<file path="src/rtl/chroma_key_pkg.sv">
// Shared types, default widths and helpers for the chroma-key compositor.
package chroma_key_pkg;

  localparam int DW = 12;
  localparam int CNT_W = 24;
  localparam logic [DW-1:0] THRESH_RST = 12'd256;

  typedef struct packed {
    logic [DW-1:0] r;
    logic [DW-1:0] g;
    logic [DW-1:0] b;
  } rgb_t;

  function automatic logic [DW-1:0] max_dw(input logic [DW-1:0] a, input logic [DW-1:0] b);
    return (a > b) ? a : b;
  endfunction

endpackage

</file>
<file path="src/rtl/chroma_key_cmp.sv">
// Combinational key classifier: green must exceed max(R,B) plus the threshold.
// The sum is formed one bit wider so the largest threshold cannot wrap.
module chroma_key_cmp #(
  parameter int DW = 12
) (
  input  logic [DW-1:0] g,
  input  logic [DW-1:0] mx,
  input  logic [DW-1:0] thr,
  input  logic          bypass,
  output logic          key
);

  logic [DW:0] limit;

  assign limit = {1'b0, mx} + {1'b0, thr};
  assign key   = ~bypass & ({1'b0, g} > limit);

endmodule

</file>
<file path="src/rtl/chroma_key_mixer.sv">
// Green-screen compositor behind the demosaic stage: 3-clock pipeline that swaps
// key pixels for the lock-step background and counts key pixels per frame.
// Optional build macro CHROMA_KEY_SPILL_EN clamps foreground green to max(R,B).
module chroma_key_mixer #(
  parameter int DW = 12,
  parameter int CNT_W = 24,
  parameter logic [DW-1:0] THRESH_RST = 12'd256
) (
  input  logic             iCLK,
  input  logic             iRST_n,
  input  logic [DW-1:0]    iRed,
  input  logic [DW-1:0]    iGreen,
  input  logic [DW-1:0]    iBlue,
  input  logic             iDval,
  input  logic [DW-1:0]    iBg_Red,
  input  logic [DW-1:0]    iBg_Green,
  input  logic [DW-1:0]    iBg_Blue,
  input  logic             iSOF,
  input  logic [DW-1:0]    iThresh,
  input  logic             iBypass,
  output logic [DW-1:0]    oRed,
  output logic [DW-1:0]    oGreen,
  output logic [DW-1:0]    oBlue,
  output logic             oDval,
  output logic             oKey,
  output logic [CNT_W-1:0] oKey_Count
);

  import chroma_key_pkg::*;

  rgb_t            camIn, bgIn;
  rgb_t            s1Cam, s1Bg, s2Cam, s2Bg;
  logic [DW-1:0]   s1Mx, s2Mx;
  logic            s1Val, s2Val, s2Key;
  logic            cmpKey;
  logic [DW-1:0]   thrAct;
  logic            bypassAct;
  logic [DW-1:0]   fgGreen;
  logic [CNT_W-1:0] acc, accInc;

  assign camIn = '{r: iRed, g: iGreen, b: iBlue};
  assign bgIn  = '{r: iBg_Red, g: iBg_Green, b: iBg_Blue};

  chroma_key_cmp #(.DW(DW)) uCmp (
    .g      (s1Cam.g),
    .mx     (s1Mx),
    .thr    (thrAct),
    .bypass (bypassAct),
    .key    (cmpKey)
  );

`ifdef CHROMA_KEY_SPILL_EN
  assign fgGreen = (!bypassAct && (s2Cam.g > s2Mx)) ? s2Mx : s2Cam.g;
`else
  assign fgGreen = s2Cam.g;
`endif

  // Saturating increment for the key pixel currently presented at the output.
  assign accInc = (oDval && oKey && (acc != {CNT_W{1'b1}})) ? acc + 1'b1 : acc;

  // Shadow controls: new threshold/bypass take effect only at frame start.
  always_ff @(posedge iCLK or negedge iRST_n) begin
    if (!iRST_n) begin
      thrAct    <= THRESH_RST;
      bypassAct <= 1'b0;
    end else if (iSOF) begin
      thrAct    <= iThresh;
      bypassAct <= iBypass;
    end
  end

  // S1 and S2: register pixels, then classify; invalid slots never key.
  always_ff @(posedge iCLK or negedge iRST_n) begin
    if (!iRST_n) begin
      s1Cam <= '0;
      s1Bg  <= '0;
      s1Mx  <= '0;
      s1Val <= 1'b0;
      s2Cam <= '0;
      s2Bg  <= '0;
      s2Mx  <= '0;
      s2Val <= 1'b0;
      s2Key <= 1'b0;
    end else begin
      s1Cam <= camIn;
      s1Bg  <= bgIn;
      s1Mx  <= max_dw(iRed, iBlue);
      s1Val <= iDval;
      s2Cam <= s1Cam;
      s2Bg  <= s1Bg;
      s2Mx  <= s1Mx;
      s2Val <= s1Val;
      s2Key <= cmpKey & s1Val;
    end
  end

  // S3: select background for key pixels, camera (optionally despilled) otherwise.
  always_ff @(posedge iCLK or negedge iRST_n) begin
    if (!iRST_n) begin
      oRed   <= '0;
      oGreen <= '0;
      oBlue  <= '0;
      oDval  <= 1'b0;
      oKey   <= 1'b0;
    end else begin
      oDval <= s2Val;
      oKey  <= s2Key;
      if (s2Key) begin
        oRed   <= s2Bg.r;
        oGreen <= s2Bg.g;
        oBlue  <= s2Bg.b;
      end else begin
        oRed   <= s2Cam.r;
        oGreen <= fgGreen;
        oBlue  <= s2Cam.b;
      end
    end
  end

  // Per-frame key counter; frame start publishes the total including this cycle's pixel.
  always_ff @(posedge iCLK or negedge iRST_n) begin
    if (!iRST_n) begin
      acc        <= '0;
      oKey_Count <= '0;
    end else if (iSOF) begin
      oKey_Count <= accInc;
      acc        <= '0;
    end else begin
      acc <= accInc;
    end
  end

endmodule

</file>
<file path="config.mk">
export PLATFORM = sky130hd
export DESIGN_NAME = chroma_key_mixer
export DESIGN_NICKNAME = d
export VERILOG_FILES = /design/src/rtl/chroma_key_pkg.sv /design/src/rtl/chroma_key_cmp.sv /design/src/rtl/chroma_key_mixer.sv
export SDC_FILE = /design/constraint.sdc
export NUM_CORES = 1
export LEC_CHECK = 0
export CAP_MARGIN = 20
export CORE_ASPECT_RATIO = 0.7
export CORE_MARGIN = 2
export CORE_UTILIZATION = 53
export DETAILED_ROUTE_END_ITERATION = 8
export GPL_ROUTABILITY_DRIVEN = 0
export GPL_TIMING_DRIVEN = 0
export PLACE_DENSITY = 0.79
export SLEW_MARGIN = 25
export SYNTH_ARGS = -nofsm -noshare
export SYNTH_HDL_FRONTEND = slang
export SYNTH_SLANG_ARGS = --single-unit
export TNS_END_PERCENT = 50
</file>
<file path="constraint.sdc">
create_clock -name iCLK -period 3.15 [get_ports iCLK]
set_clock_uncertainty 0.1 [all_clocks]
set_input_delay 0.63 -clock iCLK [delete_from_list [all_inputs] [get_ports iCLK]]
set_output_delay 0.63 -clock iCLK [all_outputs]
set_load 0.02 [all_outputs]
</file>
==> impl_metrics.env, run 1 <==
export IMPL_track_usage_pct=21.9
export IMPL_finalHoldViolCount=0
export IMPL_synthSimpleGateAreaFrac_pct=7.51
export IMPL_hold_slack_ns=0.0526
export IMPL_cp_endpoint="s2Key$_DFF_PN0_"
export IMPL_seqCellArea_mm2=0.00646
export IMPL_fin_cells=1069
export IMPL_muxShareOfSynthArea_pct=7.47
export IMPL_diodes=0
export IMPL_die_h_um=114
export IMPL_synth_largest_area_cell="dfrtp_1"
export IMPL_dpl_cell_count=1019
export IMPL_synthAdderAreaFrac_pct=5.26
export IMPL_area_growth_pct=30.6
export IMPL_power_share_switching_pct=24.2
export IMPL_ys_seq_area_share_pct=70.3
export IMPL_finalSetupTns_ns=0
export IMPL_drt_iter0_markers=465
export IMPL_num_rows=40
export IMPL_p_seq_share_pct=45.9
export IMPL_p_sw_uw=1900
export IMPL_synth_top_family_by_area="simple AND/OR/NAND/NOR gates"
export IMPL_ios=151
export IMPL_internal_power_uw=5970
export IMPL_dieArea_mm2=0.0184
export IMPL_cts_hold_buf=0
export IMPL_yosys_register_bits=258
export IMPL_outcome="finished clean"
export IMPL_ctsRootBufferMaster="clkbuf_16"
export IMPL_fin_ws_ns=0.0812
export IMPL_rr_endpoint="s2Key$_DFF_PN0_"
export IMPL_final_common_cell="dfrtp_1"
export IMPL_grt_pass1_vias=5929
export IMPL_rsz0062_at_grt="yes"
export IMPL_clockBufferDepth=3
export IMPL_reg2regPathDepth=14
export IMPL_period_share_pct=97.4
export IMPL_drc=0
export IMPL_drt_vias_per_instance=5.16
export IMPL_cp_arrival_ns=3.36
export IMPL_die_w_um=161
export IMPL_ys_warn_count=0
export IMPL_p_clk_share_pct=39.4
export IMPL_final_cell_mix="dfrtp_1 (257), clkdlybuf4s50_1 (148), mux2_2 (60), nor2_1 (59)"
export IMPL_required_ns=3.44
export IMPL_hpwl_um=13400
export IMPL_clk_pin_slew_ns=0.06
export IMPL_tightest_slew_ns=0.785
export IMPL_synth_flop_cell="dfrtp_1"
export IMPL_synth_edf_count=0
export IMPL_synthTopCellsByArea="dfrtp_1 (70%), mux2_2 (7.4%), ha_1 (5.0%)"
export IMPL_placed_area_mm2=0.0110
export IMPL_multi_input_comb_area_mm2=0.00260
export IMPL_wl_um=19300
export IMPL_clock_latency_ns=0.51
export IMPL_combPwrFrac_pct=14.7
export IMPL_maxSlewViolCount=0
export IMPL_syn_area_mm2=0.00918
export IMPL_dp_slack_ns=-0.236
export IMPL_synth_top_area_share_pct=70.1
export IMPL_r2r_start="thrAct[0]$_DFFE_PN0P_"
export IMPL_final_cell_area_mm2=0.0120
export IMPL_cp_startpoint="thrAct[0]$_DFFE_PN0P_"
export IMPL_fin_nets=947
export IMPL_yosysUniqueCellTypes=46
export IMPL_numPortBuffers=149
export IMPL_crit_path_start_kind="flop"
export IMPL_hold_path_class="input pin to asynchronous set/reset pin"
export IMPL_coreArea_mm2=0.0171
export IMPL_synthCells=637
export IMPL_fillers=1123
export IMPL_relSlewSlack_pct=47.7
export IMPL_synth_xor_area_share_pct=2.96
export IMPL_htree_levels=1
export IMPL_start_util_pct=53.8
export IMPL_criticalPathCategory="flop to flop"
export IMPL_max_freq_ghz=0.326
export IMPL_drv_cap=0
export IMPL_p_leak_uw=0.00522
export IMPL_power_density_mw_per_mm2=656
export IMPL_synth_compound_area_share_pct=4.53
export IMPL_grt_pass1_wl_um=31100
export IMPL_grt_antenna_before_repair=0
export IMPL_setup_viol_count_final=0
export IMPL_crit_fanout=3
export IMPL_clock_sinks=258
export IMPL_drive_above_1_share_pct=16.3
export IMPL_regToRegSetupSlack_ns=0.08
export IMPL_synth_async_reset_ratio_pct=100
export IMPL_endpoint_kind="flop"
export IMPL_synth_nets=764
export IMPL_postRouteAntennaNets=0
export IMPL_gr_total_overflow=0
export IMPL_drt_pass1_iterations=4
export IMPL_grt_start_max_net_pins=99
export IMPL_finalCriticalPeriod_ns=3.07
export IMPL_numCtsBuffers=24
export IMPL_syn_avg_cell_area_um2=14.4
export IMPL_peakVddDrop_mv=0.449
export IMPL_vias=5518
export IMPL_cts_tree="done"
export IMPL_wire_per_inst_um=18.0
-- final cells by class --
cell class | instances | area share, %
multi-input combinational | 333 | 21.7
inverter | 26 | 0.814
sequential | 258 | 53.9
buffer | 20 | 0.668
timing repair buffer | 157 | 13.3
tap | 231 | 2.41
clock buffer | 30 | 5.71
clock inverter | 14 | 1.54
-- cell usage after synthesis, drive strengths merged (4+ instances only) --
cell type	number
o21ai	7
ha	37
clkbuf	15
nor2b	4
inv	26
nand3	19
dfrtp	257
nand4	14
nor2	59
buf	5
a21oi	39
nand2	13
nor3	12
mux2	60
xnor2	16
xor2	15
nor4	6
-- how the worst min path moves through the flow --
stage / from / slack [ns] / end
floorplan: iRST_n / 0.23 / acc[0]$_DFF_PN0_
global placement: s1Bg[16]$_DFF_PN0_ / 0.23 / s2Bg[16]$_DFF_PN0_
detailed placement: s1Bg[9]$_DFF_PN0_ / 0.23 / s2Bg[9]$_DFF_PN0_
CTS: iRST_n / 0.08 / oGreen[5]$_DFF_PN0_
global route: iRST_n / 0.11 / s2Bg[5]$_DFF_PN0_
finish: iRST_n / 0.05 / s1Cam[7]$_DFF_PN0_
-- routing by layer --
layer	GRT usage [%]	vias to the layer above	part of all wire, %
met4	6.73	0	3.2
met3	3.59	51	5.1
met2	35.9	169	47
met5	0	-	0
li1	-	2538	-
met1	30.6	2760	44
-- worst max-delay path, stage by stage (launching register included) --
cell and delay (ns):
dfrtp_1 0.36, ha_2 0.20, inv_2 0.04, fa_2 0.34
nor2b_1 0.12, o21a_1 0.22, o31ai_4 0.08, a21oi_2 0.21
xnor2_1 0.09, ha_1 0.29, nand4_1 0.19, buf_4 0.20
or3_1 0.36, nand3_1 0.11, a2111oi_2 0.04
-- cells by family (layout without fill, tap and decap cells) --
| kind of cell | Yosys count | count (layout) |
|---|---|---|
| buf+inv | 46 | 247 |
| xor+xnor | 31 | 31 |
| flops | 258 | 258 |
| fa+ha+maj | 38 | 38 |
| simple gates | 136 | 136 |
| compound gates | 67 | 67 |
| mux | 61 | 61 |
-- flip-flops by register name (all words and copies together) (netlist names), 12 cells and up --
signal	count
s1Mx	12
oBlue	12
s2Bg	36
oRed	12
s1Cam	36
acc	24
s2Cam	24
oKey_Count	24
s1Bg	36
thrAct	12
fgGreen	12
oGreen	12
-- repair_timing --
action                                  4_1_cts  5_1_grt
pin swaps                                     1        8
endpoints found under the hold margin         0        0
gates resized for setup                       6        7
setup buffers                                 1        5
endpoints found under the setup margin        1        1
-- through the flow --
| step | utilization (%) | total power, uW |
|---|---|---|
| after floorplan | - | 4240 |
| after global placement | 64.2 | 4710 |
| after detailed placement | 64.6 | 4760 |
| after CTS | 69.8 | 7880 |
| after global routing | 70.2 | 8200 |
| final | 70.2 | 7870 |
-- power groups by stage --
stage | Sequential (uW) | Clock (uW) | Combinational (uW)
after detailed placement | 3670 | 0 | 1090
after global placement | 3670 | 0 | 1050
final | 3610 | 3100 | 1160
after global routing | 3630 | 3290 | 1280
after floorplan | 3750 | 0 | 497
after CTS | 3610 | 3140 | 1130
Power figures use the tool's default switching activity.
==> inputs of run 2 (changes only) <==
--- a/config.mk
+++ b/config.mk
@@ -5,8 +5,6 @@
 export SDC_FILE = /design/constraint.sdc
 export NUM_CORES = 1
 export LEC_CHECK = 0
-export CAP_MARGIN = 20
-export CORE_ASPECT_RATIO = 0.7
 export CORE_MARGIN = 2
 export CORE_UTILIZATION = 53
 export DETAILED_ROUTE_END_ITERATION = 8
==> run 2 against run 1 <==
Compared with the run above:
- fmax is 1.3% lower
- hold slack worse by 0.051 ns
- sequential cell count stayed put
- first-iteration DRC count is 44% lower
- critical endpoint unchanged
- largest cell class unchanged
- highest routed layer unchanged
==> impl_metrics.env, run 2 (synthesis results as in run 1) <==
export IMPL_outcome="finished clean"
export IMPL_final_cell_mix="dfrtp_1 (257), clkdlybuf4s50_1 (148), mux2_2 (60), nor2_1 (58)"
export IMPL_peakVddDrop_mv=0.487
export IMPL_placed_area_mm2=0.0110
export IMPL_track_usage_pct=20.9
export IMPL_drt_vias_per_instance=5.17
export IMPL_slowest_delay_ns=0.36
export IMPL_reg_largest_list="s1Bg x36, s1Cam x36, s2Bg x36"
export IMPL_die_w_um=136
export IMPL_postRouteAntennaNets=0
export IMPL_numCtsBuffers=27
export IMPL_rr_endpoint="s2Key$_DFF_PN0_"
export IMPL_power_uw=7890
export IMPL_grt_antenna_before_repair=0
export IMPL_grt_start_max_net_pins=93
export IMPL_numPortBuffers=149
export IMPL_drc=0
export IMPL_power_density_mw_per_mm2=658
export IMPL_relSlewSlack_pct=51.6
export IMPL_clock_latency_ns=0.51
export IMPL_setup_viol_count_final=0
export IMPL_vias=5497
export IMPL_rsz0062_at_grt="yes"
export IMPL_final_common_cell="dfrtp_1"
export IMPL_required_ns=3.45
export IMPL_gr_total_overflow=0
export IMPL_reg2regPathDepth=14
export IMPL_clockBufferDepth=3
export IMPL_dp_slack_ns=-0.272
export IMPL_cts_hold_buf=0
export IMPL_die_h_um=136
export IMPL_p_leak_uw=0.00524
export IMPL_tightest_slew_ns=0.725
export IMPL_fin_nets=949
export IMPL_drive_above_1_share_pct=16.3
export IMPL_grt_pass1_vias=5875
export IMPL_area_growth_pct=30.7
export IMPL_finalCriticalPeriod_ns=3.11
export IMPL_regToRegSetupSlack_ns=0.04
export IMPL_crit_fanout=4
export IMPL_drt_iter0_markers=260
export IMPL_worstPathCellList="ha_2 -> inv_2 -> fa_2 -> nor2b_2 -> o21a_1 -> o31ai_4 -> a21oi_2 -> buf_4 -> xnor2_1 -> ha_1 -> nand4_1 -> a211oi_2 -> nor2_2 -> a2111oi_2"
export IMPL_grt_pass1_wl_um=29700
export IMPL_wire_per_inst_um=17.7
export IMPL_htree_levels=1
export IMPL_maxSlewViolCount=0
export IMPL_num_rows=48
export IMPL_endpoint_kind="flop"
export IMPL_final_cell_area_mm2=0.0120
export IMPL_finalHoldViolCount=0
export IMPL_hpwl_um=13200
export IMPL_fin_ws_ns=0.0416
export IMPL_period_share_pct=98.7
export IMPL_drt_pass1_iterations=4
export IMPL_utilization_pct=70.1
export IMPL_max_freq_ghz=0.322
export IMPL_clock_sinks=258
export IMPL_cp_startpoint="thrAct[0]$_DFFE_PN0P_"
export IMPL_ctsRootBufferMaster="clkbuf_16"
export IMPL_cp_slowest_cell="dfrtp_1"
export IMPL_r2r_start="thrAct[0]$_DFFE_PN0P_"
export IMPL_criticalPathCategory="flop to flop"
export IMPL_dieArea_mm2=0.0184
export IMPL_ios=151
export IMPL_clk_pin_slew_ns=0.06
export IMPL_cp_arrival_ns=3.41
export IMPL_wl_um=18800
export IMPL_crit_path_start_kind="flop"
export IMPL_cts_tree="done"
export IMPL_hold_path_class="input pin to asynchronous set/reset pin"
export IMPL_diodes=0
export IMPL_start_util_pct=53.6
export IMPL_drv_cap=0
export IMPL_coreArea_mm2=0.0171
run 2: what timing repair did:
action,CTS,global route
pin swaps,2,11
gates cloned,0,0
setup buffers,1,4
resized for setup,3,12
setup endpoints to repair,1,1
run 2: area by class of cell:
class,instances,area (um2)
multi-input combinational,333,2610
fill,1091,5120
timing repair buffer,156,1590
sequential,258,6460
inverter,26,97.6
tap,225,282
clock inverter,11,138
clock buffer,34,742
buffer,20,80.1
run 2: worst max path at each step:
stage,slack (ns),depth (start not counted),endpoint
after floorplan,0.28,12,s2Key$_DFF_PN0_
after global placement,-8.60,1,fgGreen[5]$_DFF_PN0_
after detailed placement,-0.27,12,s2Key$_DFF_PN0_
after CTS,0.01,13,s2Key$_DFF_PN0_
after global routing,-0.10,13,s2Key$_DFF_PN0_
final,0.04,14,s2Key$_DFF_PN0_
run 2: through the flow:
step / std cells / setup TNS [ns] / hold WS, ns
2_1_floorplan: 637 / 0 / 0.231
3_3_place_gp: 1011 / -2209.47 / 0.232
3_5_place_dp: 1013 / -1.10 / 0.235
4_1_cts: 1059 / 0 / 0.0179
5_1_grt: 1063 / -0.101 / 0.0636
6_report: 1063 / 0 / 0.00138
run 2: power breakdown:
part / internal (uW) / switching [uW] / total (uW)
combinational: 570 / 598 / 1170
clock: 1900 / 1210 / 3110
sequential: 3530 / 85.0 / 3610
total: 6000 / 1900 / 7890
run 2: per-layer routing:
layer,up-vias,share of wire (%),global-route usage (%)
met2,160,53,37.4
met1,2759,40,26.4
met5,-,0,0
met3,36,4.5,3.03
li1,2542,-,-
met4,0,2.7,6.31
run 2: critical path: cells and delay by family, from the launching register on:
kind | cells | cell delay (ns)
compound gates | 5 | 1.11
fa+ha+maj | 3 | 0.85
flops | 1 | 0.36
simple gates | 3 | 0.32
buf+inv | 2 | 0.21
xor+xnor | 1 | 0.06
==> inputs of run 3 (changes only) <==
--- a/config.mk
+++ b/config.mk
@@ -6,11 +6,13 @@
 export NUM_CORES = 1
 export LEC_CHECK = 0
 export CORE_MARGIN = 2
-export CORE_UTILIZATION = 53
+export CORE_UTILIZATION = 50
 export DETAILED_ROUTE_END_ITERATION = 8
 export GPL_ROUTABILITY_DRIVEN = 0
 export GPL_TIMING_DRIVEN = 0
-export PLACE_DENSITY = 0.79
+export MAX_ROUTING_LAYER = met4
+export PLACE_DENSITY = 0.76
+export SKIP_LAST_GASP = 1
 export SLEW_MARGIN = 25
 export SYNTH_ARGS = -nofsm -noshare
 export SYNTH_HDL_FRONTEND = slang
==> run 3 against run 2 <==
Compared with the run above:
- combinational power is essentially flat
- total power is 0.26% higher
- non-clock buffer count up 1
- clock-buffer cell count is 4 lower
- core utilization decreased by 3.0 points
- highest routed layer unchanged
==> impl_metrics.env, run 3 (synthesis results as in run 1) <==
export IMPL_setup_viol_count_final=0
export IMPL_final_cell_area_mm2=0.0121
export IMPL_reg2regPathDepth=14
export IMPL_fillers=1264
export IMPL_dieArea_mm2=0.0195
export IMPL_peakVddDrop_mv=0.584
export IMPL_die_h_um=140
export IMPL_reg_largest_list="s1Bg x36, s1Cam x36, s2Bg x36"
export IMPL_regToRegSetupSlack_ns=0.03
export IMPL_required_ns=3.47
export IMPL_drt_iter0_markers=297
export IMPL_ctsRootBufferMaster="clkbuf_16"
export IMPL_worst_path_buf_inv=2
export IMPL_relSlewSlack_pct=53.9
export IMPL_start_util_pct=51.1
export IMPL_seqCellArea_mm2=0.00646
export IMPL_final_common_cell="dfrtp_1"
export IMPL_clock_latency_ns=0.52
export IMPL_final_cell_mix="dfrtp_1 (257), clkdlybuf4s50_1 (148), mux2_2 (60), nor2_1 (58), a21oi_1 (36)"
export IMPL_gr_total_overflow=0
export IMPL_numPortBuffers=149
export IMPL_hpwl_um=13000
export IMPL_hold_path_class="flop to flop"
export IMPL_drt_vias_per_instance=5.12
export IMPL_ios=151
export IMPL_fin_cells=1068
export IMPL_grt_pass1_vias=5975
export IMPL_placed_area_mm2=0.0110
export IMPL_numCtsBuffers=26
export IMPL_cp_num_cells=14
export IMPL_tightest_slew_ns=0.692
export IMPL_vias=5470
export IMPL_drt_pass1_iterations=4
export IMPL_endpoint_kind="flop"
export IMPL_htree_levels=1
export IMPL_cp_slowest_cell="dfrtp_1"
export IMPL_num_rows=49
export IMPL_drive_above_1_share_pct=16.6
export IMPL_cp_startpoint="thrAct[0]$_DFFE_PN0P_"
export IMPL_outcome="finished clean"
export IMPL_grt_antenna_before_repair=1
export IMPL_clockBufferDepth=3
export IMPL_grt_pass1_wl_um=30800
export IMPL_cp_endpoint="s2Key$_DFF_PN0_"
export IMPL_fin_nets=949
export IMPL_p_leak_uw=0.00524
export IMPL_slowest_delay_ns=0.39
export IMPL_finalCriticalPeriod_ns=3.12
export IMPL_wl_um=18700
export IMPL_coreArea_mm2=0.0180
export IMPL_clock_sinks=258
export IMPL_track_usage_pct=20.5
export IMPL_multi_input_comb_area_mm2=0.00264
export IMPL_finalHoldViolCount=0
export IMPL_rr_endpoint="s2Key$_DFF_PN0_"
export IMPL_wire_per_inst_um=17.5
export IMPL_drc=0
export IMPL_area_growth_pct=31.4
export IMPL_hp_start="s1Bg[18]$_DFF_PN0_"
export IMPL_criticalPathCategory="flop to flop"
export IMPL_crit_fanout=4
export IMPL_max_freq_ghz=0.321
export IMPL_crit_path_start_kind="flop"
export IMPL_clk_pin_slew_ns=0.06
export IMPL_maxSlewViolCount=0
export IMPL_dp_slack_ns=-0.197
export IMPL_critPathTopFamily="compound AO/OA/AOI/OAI gates"
export IMPL_dpl_cell_count=1018
export IMPL_rsz0062_at_grt="yes"
export IMPL_worstPathCellList="ha_2 -> inv_1 -> fa_2 -> nor2b_1 -> o21a_1 -> o31ai_4 -> a21oi_4 -> buf_4 -> xnor2_1 -> ha_1 -> nand4_1 -> a211oi_2 -> nor2_2 -> a2111oi_2"
export IMPL_utilization_pct=67.1
export IMPL_finalSetupTns_ns=0
export IMPL_die_w_um=140
export IMPL_cp_arrival_ns=3.43
export IMPL_drv_cap=0
export IMPL_fin_ws_ns=0.0318
export IMPL_power_density_mw_per_mm2=656
export IMPL_cts_tree="done"
export IMPL_r2r_start="thrAct[0]$_DFFE_PN0P_"
export IMPL_postRouteAntennaNets=0
export IMPL_period_share_pct=99.0
export IMPL_grt_start_max_net_pins=78
run 3: changes by cell type in the layout (fill, tap and decap cells not counted), sizes merged:
cell / previous run / this run
clkbuf: 49 / 45
dlygate4sd3: 0 / 1
bufinv: 3 / 4
clkinv: 7 / 9
inv: 27 / 26
diode: 0 / 1
clkinvlp: 0 / 1
run 3: layout make-up:
class / count / area share, %
clock buffer: 30 / 5.69
buffer: 20 / 0.664
antenna: 1 / 0.0207
sequential: 258 / 53.5
inverter: 26 / 0.809
timing repair buffer: 157 / 13.4
clock inverter: 14 / 1.56
multi-input combinational: 333 / 21.9
tap: 229 / 2.38
run 3: repair_timing:
item / in CTS / in global routing
resized for setup: 5 / 13
endpoints found under the setup margin: 1 / 1
hold buffers: 1 / 0
hold endpoints to repair: 44 / 0
pin swaps: 1 / 8
buffers inserted: 2 / 2
run 3: worst min path at each step:
stage	cells after the start	endpoint
2_1_floorplan	0	acc[0]$_DFF_PN0_
3_3_place_gp	0	s2Cam[33]$_DFF_PN0_
3_5_place_dp	0	s2Bg[21]$_DFF_PN0_
4_1_cts	0	s2Bg[29]$_DFF_PN0_
5_1_grt	0	s2Bg[18]$_DFF_PN0_
6_report	0	s2Bg[18]$_DFF_PN0_
run 3: per-stage QoR:
step	hold slack (ns)	total power (uW)
after floorplan	0.231	4240
after global placement	0.232	4710
after detailed placement	0.235	4760
after CTS	0.248	7920
after global routing	0.251	8260
final	0.246	7910
run 3: power breakdown:
group | leakage, uW | total [uW] | internal, uW | switching [uW]
logic | 0.00172 | 1190 | 584 | 604
clock network | 0.000432 | 3110 | 1880 | 1230
registers | 0.00309 | 3610 | 3530 | 84.2
run 3: layer usage:
layer  global-route usage [%]  vias to the layer above  part of all wire (%)
li1                         -                     2551                     -
met2                     34.6                      148                    53
met1                     25.8                     2742                    41
met5                        -                        -                     0
met3                     3.06                       29                   4.1
met4                     6.11                        0                   2.0
